$ cat src/rtl/ifetch_prefetch_buffer.sv
// Instruction prefetch buffer: issues sequential word fetches ahead of the core and
// returns {pc, instr} in order; a redirect flushes the buffer and drops in-flight data.
module ifetch_prefetch_buffer #(
   parameter int          DEPTH    = 4,
   parameter logic [31:0] RESET_PC = 32'h0000_0000
) (
   input  logic        clk,
   input  logic        reset,
   output logic        imem_req_valid,
   output logic [31:0] imem_req_addr,
   input  logic        imem_req_ready,
   input  logic        imem_resp_valid,
   input  logic [31:0] imem_resp_data,
   output logic        out_valid,
   output logic [31:0] out_pc,
   output logic [31:0] out_instr,
   input  logic        out_ready,
   input  logic        redirect,
   input  logic [31:0] redirect_addr
);

   localparam int AW = $clog2(DEPTH);
   localparam int CW = AW + 1;
   localparam logic [CW+1:0] DEPTH_C = (CW+2)'(DEPTH);

   logic [31:0]   fetch_pc;
   logic [31:0]   fifo_pc    [DEPTH];
   logic [31:0]   fifo_instr [DEPTH];
   logic [31:0]   pc_queue   [DEPTH];
   logic [AW-1:0] rd_ptr, wr_ptr, pq_rd_ptr, pq_wr_ptr;
   logic [CW-1:0] count, live, discard, outstanding;
   logic [CW+1:0] credit_used;
   logic          req_fire, resp_drop, resp_keep, pop;
   logic          unused_addr_bits;

   assign unused_addr_bits = ^redirect_addr[1:0];

   // Every slot is reserved at issue time, so a kept response always finds FIFO room.
   assign outstanding    = live + discard;
   assign credit_used    = {2'b00, count} + {2'b00, live} + {2'b00, discard};
   assign imem_req_valid = !reset && !redirect && (credit_used < DEPTH_C);
   assign imem_req_addr  = fetch_pc;

   assign req_fire  = imem_req_valid && imem_req_ready;
   assign resp_drop = imem_resp_valid && (discard != '0);
   assign resp_keep = imem_resp_valid && (discard == '0) && (live != '0);
   assign pop       = out_valid && out_ready;

   assign out_valid = (count != '0);
   assign out_pc    = out_valid ? fifo_pc[rd_ptr]    : 32'h0;
   assign out_instr = out_valid ? fifo_instr[rd_ptr] : 32'h0;

   always_ff @(posedge clk or posedge reset) begin
      if (reset) begin
         fetch_pc  <= RESET_PC;
         rd_ptr    <= '0;
         wr_ptr    <= '0;
         pq_rd_ptr <= '0;
         pq_wr_ptr <= '0;
         count     <= '0;
         live      <= '0;
         discard   <= '0;
      end else if (redirect) begin
         // A response arriving now retires the oldest outstanding request, whatever its class.
         fetch_pc  <= {redirect_addr[31:2], 2'b00};
         rd_ptr    <= '0;
         wr_ptr    <= '0;
         pq_rd_ptr <= '0;
         pq_wr_ptr <= '0;
         count     <= '0;
         live      <= '0;
         discard   <= outstanding - CW'(imem_resp_valid && (outstanding != '0));
      end else begin
         if (req_fire) begin
            fetch_pc  <= fetch_pc + 32'd4;
            pq_wr_ptr <= pq_wr_ptr + 1'b1;
         end
         if (resp_keep) begin
            wr_ptr    <= wr_ptr + 1'b1;
            pq_rd_ptr <= pq_rd_ptr + 1'b1;
         end
         if (pop)
            rd_ptr <= rd_ptr + 1'b1;
         count   <= count + CW'(resp_keep) - CW'(pop);
         live    <= live + CW'(req_fire) - CW'(resp_keep);
         discard <= discard - CW'(resp_drop);
      end
   end

   always_ff @(posedge clk) begin
      if (req_fire)
         pc_queue[pq_wr_ptr] <= fetch_pc;
      if (resp_keep) begin
         fifo_pc[wr_ptr]    <= pc_queue[pq_rd_ptr];
         fifo_instr[wr_ptr] <= imem_resp_data;
      end
   end

`ifndef SYNTHESIS
   resp_has_owner: assert property (@(posedge clk) disable iff (reset)
      imem_resp_valid |-> (outstanding != '0));
`endif

endmodule

$ cat config.mk
export PLATFORM = sky130hd
export DESIGN_NAME = ifetch_prefetch_buffer
export DESIGN_NICKNAME = d
export VERILOG_FILES = /design/src/rtl/ifetch_prefetch_buffer.sv
export SDC_FILE = /design/constraint.sdc
export NUM_CORES = 1
export LEC_CHECK = 0
export ABC_AREA = 0
export CORE_UTILIZATION = 45
export CTS_CLUSTER_SIZE = 30
export DETAILED_ROUTE_END_ITERATION = 8
export DONT_BUFFER_PORTS = 1
export PLACE_DENSITY = 0.71
export SETUP_SLACK_MARGIN = 0.15
export SYNTH_ARGS = -nofsm -noshare
export SYNTH_HDL_FRONTEND = slang
export SYNTH_SLANG_ARGS = --single-unit
$ cat constraint.sdc
create_clock -name clk -period 5.3 [get_ports clk]
set_input_delay 0.795 -clock clk [delete_from_list [all_inputs] [get_ports clk]]
set_output_delay 0.795 -clock clk [all_outputs]
set_load 0.01 [all_outputs]
==> qor.yml <==
syn_to_final_growth_pct: 11.2
holdPathStages: 1
multiInputGateArea_um2: 4300
tightestPinTransition_ns: 1.09
setup-violations-final: 0
antenna_found_initial: 8
initialDrtViolationCount: 441
gp_congestion: 0.819
worstReg2RegEnd: "live[2]"
dp.cells: 1330
grt_max_degree: 64
fmax_mhz: 265
drtAntennaViolNets: 0
vdd.ir_drop.worst_v: 0.000243
leakagePower_nw: 6.10
ys_types: 59
maxCapViolCount: 0
cts.clk_slew.worst_paths_ns: 0.06
seq_area_um2: 12200
timing.rr.start: "live[1]"
p_total_mw: 8.60
wl_mm: 33.7
synth_top_area_frac: 0.656
start_util: 0.459
cp-end-kind: "flip-flop"
hp-start: "redirect"
clk_latency_ns: 0.55
min_period_ns: 3.78
dieArea_um2: 38200
rr_worst_depth: 16
cts_setup_buffers: 0
fp-row-count: 70
synth_edf_count: 368
routedWlPerCell_um: 23.8
hold_path_end: "pq_rd_ptr[0]"
rsz0062_at_grt: "false"
setup_slack_ns: 1.52
syn_inst: 894
cts-root-buf: "clkbuf_16"
grt_first_pass_wirelength_mm: 51.0
fill_cells: 2874
boundaryPins: 168
chipWidth_um: 195
top_layer: "met5"
status: "complete, no violations"
clk_path_buf_depth: 3
route.detailed.drc: 0
cts_tree: "built"
drt-met1-wl_mm: 13.7
cts_hold_buf: 0
final_cells: 1415
crit_arrival_ns: 4.21
synth.yosys.warnings: 0
regToRegSetupSlack_ns: 1.52
startpoint_type: "flip-flop"
synth_seq_cells: 415
power_density_nw_per_um2: 459
die_h_um: 195
period_share: 0.713
grtUsageTotal: 0.180
num_vias: 8158
cts_inserted_buffers: 43
ys_seq_area_frac: 0.726
ys.flop_type: "edfxtp_1"
fin_worst_skew_ns: 0.0114
syn_avg_cell_area_um2: 18.8
critPathKind: "reg2reg"
drtPass1Iterations: 5
cts.htree.levels: 2
pre_cts_slack_ns: 1.58
drive_above_1_share: 0.204
syn-cell-area_um2: 16800
first_global_vias: 8469
viasPerCell: 5.77
slew_viol_final: 0
wl_met3_mm: 2.50
wl_met2_mm: 16.7
place_hpwl_mm: 19.8
critPathMaxFanout: 5
synth.area.top_cells: "edfxtp_1, mux4_2, dfrtp_1"
synth_area_leader_cell: "edfxtp_1"
critPathRequiredTime_ns: 5.73
fin_setup_tns_ns: 0
ys_async_sr_fraction: 0.113
finalHoldViolCount: 0
maxSlewHeadroom: 0.277
hold_path.class: "in2reg"
grt_overflow: 0
cts_resized: 0
numPortBuffers: 0
clock-sinks: 415
fin_util: 0.510
core-area_um2: 36700
final_net_count: 1003
-- cells in the mapped netlist, drive strengths merged, types with 2 or more instances --
master	count
a221o	15
a21o	6
clkbuf	25
ha	20
o311ai	7
or3b	2
or3	2
nor2b	5
o41ai	2
nor4	7
a21oi	9
and4	3
a22oi	2
o31ai	2
or4	5
edfxtp	368
o21ai	15
mux4	92
o211ai	3
nand4	7
dfrtp	47
nand2	32
inv	32
and3	10
nor3	10
nor2	23
and2	68
nand2b	2
mux2i	5
xor2	2
fa	6
xnor2	11
nand3	14
buf	22
-- sequential cells by signal (all words and copies together), names as in the netlist --
signal         flops
discard            3
live               3
imem_req_addr     30
pq_rd_ptr          2
pc_queue         120
fifo_pc          120
rd_ptr             2
wr_ptr             2
fifo_instr       128
count              3
pq_wr_ptr          2
-- kinds of logic after synthesis --
logic type,after synthesis,share of synthesized area
adders and majority gates,26,0.0220
muxes,97,0.126
AOI/OAI and AO/OA,71,0.0346
DFF,415,0.726
other,1,0.000223
and+or+nand+nor,192,0.0644
buffers and inverters,79,0.0198
xor gates and xnor gates,13,0.00676
-- critical path, stage by stage, from the launching register on --
cell	delay, ns
dfrtp_1	0.48
inv_1	0.11
fa_1	0.62
nor2_1	0.09
fa_1	0.47
nor2b_1	0.14
a21bo_2	0.28
nor2_2	0.12
inv_2	0.05
ha_1	0.28
inv_1	0.07
ha_1	0.14
inv_1	0.05
fa_1	0.37
xnor2_1	0.18
xnor2_1	0.15
nor2_1	0.06
-- report_power, final --
group / total (mW) / leakage [nW] / internal, mW / switching [mW]
Clock: 2.94 / 0.664 / 1.72 / 1.22
Sequential: 4.08 / 3.90 / 3.78 / 0.292
Combinational: 1.58 / 1.53 / 0.699 / 0.883
-- placed cells by master, fill, tap and decap left out, types with 15 or more instances in the layout --
cell       synthesis  layout
inv_1             30      29
dfrtp_1           47      43
clkbuf_16          0      43
and2_1            68      64
ha_1              20      20
edfxtp_1         368     368
nand2_1           32      32
nor2_1            22      22
a221o_1           15      15
mux4_2            92      92
-- layer usage --
metal | track usage | up-vias
li1 | - | 3591
met1 | 0.225 | 4272
met2 | 0.295 | 230
met3 | 0.0617 | 61
met4 | 0.0569 | 4
met5 | 0 | -
-- worst max-delay path by stage --
stage | from | endpoint | slack, ns | depth (start not counted)
after floorplan | live[1] | live[2] | 1.64 | 17
after global placement | live[1] | live[2] | 1.64 | 16
after detailed placement | live[1] | live[2] | 1.58 | 16
after CTS | live[1] | live[2] | 1.50 | 16
after global routing | live[1] | live[2] | 1.28 | 16
final | live[1] | live[2] | 1.52 | 16
-- metrics by stage --
step | hold WS (ns) | cell area, µm²
CTS | 0.281 | 18700
floorplan | 0.506 | 16800
global route | 0.288 | 18700
finish | 0.320 | 18700
detailed placement | 0.556 | 17300
global placement | 0.554 | 17300
-- cell type report --
| cell class | instances | share of cell area |
|---|---|---|
| inverters | 32 | 0.00641 |
| clock buffers | 56 | 0.0627 |
| well taps | 468 | 0.0313 |
| multi-input cells | 403 | 0.230 |
| repair buffers | 12 | 0.00481 |
| clock inverters | 24 | 0.0114 |
| diodes | 5 | 0.000668 |
| flip-flops and latches | 415 | 0.653 |
Note: power is estimated with default switching activity, not from simulation.
